### config.mk
export PLATFORM = sky130hd
export DESIGN_NAME = imem_fetch
export DESIGN_NICKNAME = d
export VERILOG_FILES = /design/src/rtl/imem_fetch.sv
export SDC_FILE = /design/constraint.sdc
export NUM_CORES = 1
export LEC_CHECK = 0
export BUFFER_PORTS_ARGS = -buffer_cell sky130_fd_sc_hd__buf_2
export CORE_ASPECT_RATIO = 0.8
export CORE_UTILIZATION = 48
export CTS_CLUSTER_SIZE = 14
export DETAILED_ROUTE_END_ITERATION = 7
export GPL_ROUTABILITY_DRIVEN = 0
export PLACE_DENSITY = 0.83
export SLEW_MARGIN = 40
export SYNTH_ARGS = -nofsm -noshare
export SYNTH_HDL_FRONTEND = slang
export SYNTH_SLANG_ARGS = --single-unit
### constraint.sdc
create_clock -name clk -period 1.8 [get_ports clk]
set_input_delay 0.18 -clock clk [delete_from_list [all_inputs] [get_ports clk]]
set_output_delay 0.18 -clock clk [all_outputs]
set_load 0.005 [all_outputs]
### src/rtl/imem_fetch.sv
// rtl/imem_fetch.sv - byte-serial instruction fetch from an 8-bit RAM
//
// Purpose: on an instruction-cache miss, reads four consecutive bytes
// starting at pc_in from a byte-wide RAM with one-cycle read latency,
// assembles them little-endian into a 32-bit word and pulses inst_rdy
// for one enabled cycle.
//
// Ports:
//   clk        clock, rising edge
//   rst        synchronous reset, active low
//   rdy        global enable; 0 freezes all state and outputs
//   inst_miss  fetch request level, held until inst_rdy is seen
//   pc_in      byte address of the requested instruction
//   flush      abort request (honoured only with IMEM_FLUSH_EN)
//   inst_rdy   completion pulse
//   inst_data  assembled instruction word
//   mem_din    RAM read byte (returns byte for the previous cycle's mem_a)
//   mem_a      RAM byte address (registered)
//   mem_wr     RAM write enable, constant 0
//
// Configuration: define IMEM_FLUSH_EN to enable the flush abort.

module imem_fetch (
  input  logic        clk,
  input  logic        rst,
  input  logic        rdy,
  input  logic        inst_miss,
  input  logic [31:0] pc_in,
  input  logic        flush,
  output logic        inst_rdy,
  output logic [31:0] inst_data,
  input  logic [7:0]  mem_din,
  output logic [31:0] mem_a,
  output logic        mem_wr
);

  typedef enum logic [1:0] {
    IDLE = 2'd0,
    READ = 2'd1,
    DONE = 2'd2
  } state_t;

  state_t      state, state_n;
  logic [2:0]  cnt, cnt_n;          // READ edges taken since acceptance
  logic [23:0] word, word_n;        // lanes 0..2 while lane 3 is pending
  logic [31:0] mem_a_n;
  logic [31:0] inst_data_n;
  logic        inst_rdy_n;
  logic        flush_act;

`ifdef IMEM_FLUSH_EN
  assign flush_act = flush;
`else
  assign flush_act = flush & 1'b0;
`endif

  assign mem_wr = 1'b0;

  always_ff @(posedge clk) begin
    if (!rst) begin
      state     <= IDLE;
      cnt       <= 3'd0;
      word      <= 24'd0;
      mem_a     <= 32'd0;
      inst_data <= 32'd0;
      inst_rdy  <= 1'b0;
    end else begin
      state     <= state_n;
      cnt       <= cnt_n;
      word      <= word_n;
      mem_a     <= mem_a_n;
      inst_data <= inst_data_n;
      inst_rdy  <= inst_rdy_n;
    end
  end

  always_comb begin
    state_n     = state;
    cnt_n       = cnt;
    word_n      = word;
    mem_a_n     = mem_a;
    inst_data_n = inst_data;
    inst_rdy_n  = inst_rdy;

    if (rdy) begin
      inst_rdy_n = 1'b0;
      case (state)
        IDLE: begin
          if (inst_miss) begin
            mem_a_n = pc_in;
            cnt_n   = 3'd0;
            state_n = READ;
          end
        end
        READ: begin
          // Address leads the data by one READ edge: addresses pc+1..pc+3
          // are issued on edges 0..2, lanes 0..3 are captured on edges 1..4.
          if (cnt < 3'd3) begin
            mem_a_n = mem_a + 32'd1;
          end
          case (cnt)
            3'd1: word_n[7:0]   = mem_din;
            3'd2: word_n[15:8]  = mem_din;
            3'd3: word_n[23:16] = mem_din;
            default: ;
          endcase
          if (cnt == 3'd4) begin
            inst_data_n = {mem_din, word[23:0]};
            inst_rdy_n  = 1'b1;
            state_n     = DONE;
          end else begin
            cnt_n = cnt + 3'd1;
          end
        end
        DONE: begin
          // inst_miss is deliberately not looked at here so a request still
          // held from the finished fetch is not accepted a second time.
          state_n = IDLE;
        end
        default: state_n = IDLE;
      endcase

      // Abort overrides acceptance and lane-3 completion on the same edge.
      if (flush_act) begin
        state_n     = IDLE;
        cnt_n       = 3'd0;
        inst_rdy_n  = 1'b0;
        inst_data_n = inst_data;
        mem_a_n     = mem_a;
      end
    end
  end

endmodule

==> metrics.txt <==
# TYPE chip_impl_metric gauge
chip_impl_metric{name="maximum_operating_frequency",unit="GHz"} 0.564
chip_impl_metric{name="drt-pass1-iter-count",unit=""} 6
chip_impl_metric{name="syn_inst",unit=""} 588
chip_impl_metric{name="h_tree_depth_reported_by_cts",unit=""} 3
chip_impl_metric{name="number_of_global_route_vias_before_repair",unit=""} 4312
chip_impl_metric{name="clock_sink_count",unit=""} 94
chip_impl_metric{name="grtUsageTotal",unit=""} 0.271
chip_impl_metric{name="crit_required",unit="ns"} 2.06
chip_impl_metric{name="irDropWorstVdd",unit="mV"} 0.515
chip_impl_metric{name="routed_wl",unit="mm"} 13.5
chip_impl_metric{name="synth.distinct_cells",unit=""} 56
chip_impl_metric{name="synth_area_per_cell",unit="um^2"} 7.61
chip_impl_metric{name="area_of_the_mapped_netlist",unit="um^2"} 4470
chip_impl_metric{name="sequential_share_of_the_synthesized_area",unit=""} 0.421
chip_impl_metric{name="multiInputGateArea",unit="um^2"} 2440
chip_impl_metric{name="design_area",unit="um^2"} 5880
chip_impl_metric{name="syn2layout_area_growth",unit="%"} 31.4
chip_impl_metric{name="initial_standard_cell_utilization_of_the_core",unit=""} 0.495
chip_impl_metric{name="pre_cts_ws",unit="ns"} -0.0789
chip_impl_info{name="unrepaired_setup_endpoints_after_global_routing",value="yes"} 1
chip_impl_metric{name="layout_cells_sized_above_1",unit=""} 0.295
chip_impl_metric{name="r2r_setup_slack",unit="ns"} 0.03
chip_impl_info{name="synth_largest_area_cell",value="sky130_fd_sc_hd__dfxtp_1"} 1
chip_impl_metric{name="clock-skew-final",unit="ns"} 0.00978
chip_impl_metric{name="cap_viol_max_count",unit=""} 0
chip_impl_metric{name="detail-route-antenna-nets",unit=""} 0
chip_impl_metric{name="boundaryPins",unit=""} 111
chip_impl_metric{name="dpl-instance-area",unit="um^2"} 5430
chip_impl_metric{name="clkLatencyLatePin",unit="ns"} 0.34
chip_impl_metric{name="layout_setup_ws",unit="ns"} 0.0270
chip_impl_info{name="synth-main-ff-cell",value="sky130_fd_sc_hd__dfxtp_1"} 1
chip_impl_metric{name="synth_edf_count",unit=""} 0
chip_impl_metric{name="antenna_cells_inserted",unit=""} 0
chip_impl_metric{name="layout_worst_path_cycle_share",unit=""} 0.985
chip_impl_info{name="top_delay_family_on_crit_path",value="simple AND/OR/NAND/NOR gates"} 1
chip_impl_info{name="slowest_stage",value="sky130_fd_sc_hd__or4_1"} 1
chip_impl_metric{name="path_buf_inv",unit=""} 0
chip_impl_metric{name="critPathMaxFanout",unit=""} 4
chip_impl_info{name="critPathKind",value="flop to flop"} 1
chip_impl_metric{name="ctsLongestPathBuffers",unit=""} 2
chip_impl_metric{name="final_max_slew_viol_count",unit=""} 0
chip_impl_metric{name="min_period",unit="ns"} 1.77
chip_impl_metric{name="final_cell_count_no_fill",unit=""} 837
chip_impl_metric{name="static-leakage-power",unit="nW"} 2.37
chip_impl_metric{name="place_inst",unit=""} 816
chip_impl_info{name="cts_tree",value="done"} 1
chip_impl_metric{name="viasPerCell",unit=""} 5.89
chip_impl_metric{name="grt_pass1_wl",unit="mm"} 20.6
chip_impl_metric{name="grt_max_degree",unit=""} 81
chip_impl_info{name="hold_path.class",value="input port to flop"} 1
chip_impl_metric{name="hpwlAfterDp",unit="mm"} 9.14
chip_impl_metric{name="ys_async_sr_fraction",unit=""} 0
chip_impl_info{name="run_status",value="complete, no violations"} 1
chip_impl_metric{name="synth_largest_type_area_fraction",unit=""} 0.421
chip_impl_info{name="most_area_consuming_cells_after_synthesis",value="sky130_fd_sc_hd__dfxtp_1 (42%), sky130_fd_sc_hd__nand2_1 (10%), sky130_fd_sc_hd__a21oi_1 (9.4%)"} 1
chip_impl_metric{name="rows",unit=""} 31
chip_impl_metric{name="register_area",unit="um^2"} 1890
chip_impl_metric{name="final_net_count",unit=""} 768
chip_impl_metric{name="yosys_warnings",unit=""} 0
chip_impl_metric{name="global_route.overflow_total",unit=""} 0
chip_impl_metric{name="1st_iter_drt_viols",unit=""} 626
chip_impl_metric{name="die_h",unit="um"} 88.3
chip_impl_metric{name="initial_antenna_violation_count",unit=""} 0
chip_impl_metric{name="power_per_cell_area",unit="nW/um^2"} 844
chip_impl_info{name="startpoint_type",value="flop"} 1
chip_impl_metric{name="synth-seq-cells",unit=""} 94
chip_impl_metric{name="setup_viol",unit=""} 0
chip_impl_metric{name="clkTransAtPathRegs",unit="ns"} 0.07
chip_impl_info{name="crit_chain",value="nand4_1 > nor2_2 > nand4b_1 > or4_1 > o211ai_1"} 1
chip_impl_metric{name="arrival",unit="ns"} 2.03
chip_impl_metric{name="syn_nets",unit=""} 638
chip_impl_info{name="root_buffer",value="sky130_fd_sc_hd__clkbuf_16"} 1
chip_impl_info{name="cp-end-kind",value="flop"} 1
chip_impl_info{name="synth_most_common_cell",value="sky130_fd_sc_hd__nand2_1"} 1
chip_impl_metric{name="core",unit="um^2"} 9040
chip_impl_metric{name="design.die.area",unit="um^2"} 9710
chip_impl_metric{name="cts_inserted_buffers",unit=""} 9
chip_impl_metric{name="vias",unit=""} 4927
chip_impl_info{name="commonest_cells_in_the_netlist",value="sky130_fd_sc_hd__nand2_1 (124), sky130_fd_sc_hd__dfxtp_1 (94), sky130_fd_sc_hd__a21oi_1 (84), sky130_fd_sc_hd__nand3_1 (40), sky130_fd_sc_hd__nor2_1 (36)"} 1
chip_impl_metric{name="route.detailed.drc",unit=""} 0
chip_impl_metric{name="die_width",unit="um"} 110
chip_impl_metric{name="report.final.hold_viol_count",unit=""} 0
chip_impl_metric{name="critical-path-max-stage-delay",unit="ns"} 0.51
chip_impl_metric{name="buffer_ports.inserted",unit=""} 108
chip_impl_metric{name="postCtsHoldBufs",unit=""} 0
chip_impl_metric{name="nFillCells",unit=""} 736
chip_impl_metric{name="wl_per_cell",unit="um"} 16.2
final timing paths:
| path | cells past startpoint | startpoint | to |
|---|---|---|---|
| hold / removal | 3 | pc_in[1] | mem_a[1]$_SDFFE_PN0P_ |
| setup reg to reg | 5 | mem_a[24]$_SDFFE_PN0P_ | mem_a[29]$_SDFFE_PN0P_ |
| hold reg to reg | 2 | inst_data[11]$_SDFFE_PN0P_ | inst_data[11]$_SDFFE_PN0P_ |
| setup / recovery | 5 | mem_a[24]$_SDFFE_PN0P_ | mem_a[29]$_SDFFE_PN0P_ |
report_power, final:
group	leakage (nW)	total, mW	switching [mW]	internal, mW
sequential	0.765	2.21	0.0658	2.15
clock	0.149	2.06	0.842	1.22
combinational	1.45	0.684	0.390	0.294
total	2.37	4.96	1.30	3.66
area by class of cell:
class,instances,share of cell area
clock buffer,9,0.0383
clock inverter,6,0.0158
inverter,9,0.00575
multi-input combinational,441,0.415
sequential,94,0.322
tap,115,0.0245
timing repair buffer,163,0.178
flip-flops by register name, indices dropped and copies added (netlist names):
| signal | cells |
|---|---|
| inst_rdy | 1 |
| word | 24 |
| inst_data | 32 |
| cnt | 3 |
| state | 2 |
| mem_a | 32 |
stage by stage:
step | setup TNS (ns) | utilization | hold slack (ns) | power (mW)
after floorplan | 0 | - | 0.316 | 2.59
after global placement | -0.0296 | 0.601 | 0.440 | 2.88
after detailed placement | -0.234 | 0.601 | 0.443 | 2.91
after CTS | -0.00852 | 0.638 | 0.114 | 4.94
after global routing | -0.229 | 0.650 | 0.111 | 5.12
final | 0 | 0.650 | 0.106 | 4.96
cell usage in the layout (no fill, tap or decap), types with 6 or more instances in the layout:
cell type / n
sky130_fd_sc_hd__nand2_1: 124
sky130_fd_sc_hd__buf_2: 108
sky130_fd_sc_hd__dfxtp_1: 86
sky130_fd_sc_hd__a21oi_1: 84
sky130_fd_sc_hd__buf_4: 46
sky130_fd_sc_hd__nand3_1: 38
sky130_fd_sc_hd__nor2_1: 34
sky130_fd_sc_hd__o21ai_0: 16
sky130_fd_sc_hd__a31oi_1: 14
sky130_fd_sc_hd__nor3_1: 10
sky130_fd_sc_hd__clkbuf_16: 9
sky130_fd_sc_hd__inv_1: 8
sky130_fd_sc_hd__nand4_1: 8
sky130_fd_sc_hd__dfxtp_2: 8
sky130_fd_sc_hd__buf_12: 7
sky130_fd_sc_hd__nand2b_1: 6
kinds of logic after synthesis:
group	Yosys count	synth area share
adder cells (fa/ha/maj)	5	0.0140
AO/OA/AOI/OAI	160	0.214
AND/OR/NAND/NOR	274	0.299
multiplexers	1	0.00224
buffers and inverters	53	0.0492
other	1	0.000839
flip-flops	94	0.421
what timing repair did:
| action | CTS | global route |
|---|---|---|
| pin swaps | 1 | 9 |
| gates resized for setup | 5 | 22 |
| endpoints found under the setup margin | 9 | 42 |
| setup buffers | 0 | 6 |
| endpoints found under the hold margin | 0 | 0 |
tightest hold or removal path: stages:
cell and delay (ns):
sky130_fd_sc_hd__buf_2 0.10, sky130_fd_sc_hd__nand2_1 0.05, sky130_fd_sc_hd__a311oi_1 0.08
routing by layer:
layer  part of all wire  global-route usage
met1               0.44               0.380
met2               0.45               0.413
met3              0.097              0.0641
met4              0.023              0.0812
met5                  0                   0
Power figures use the tool's default switching activity.
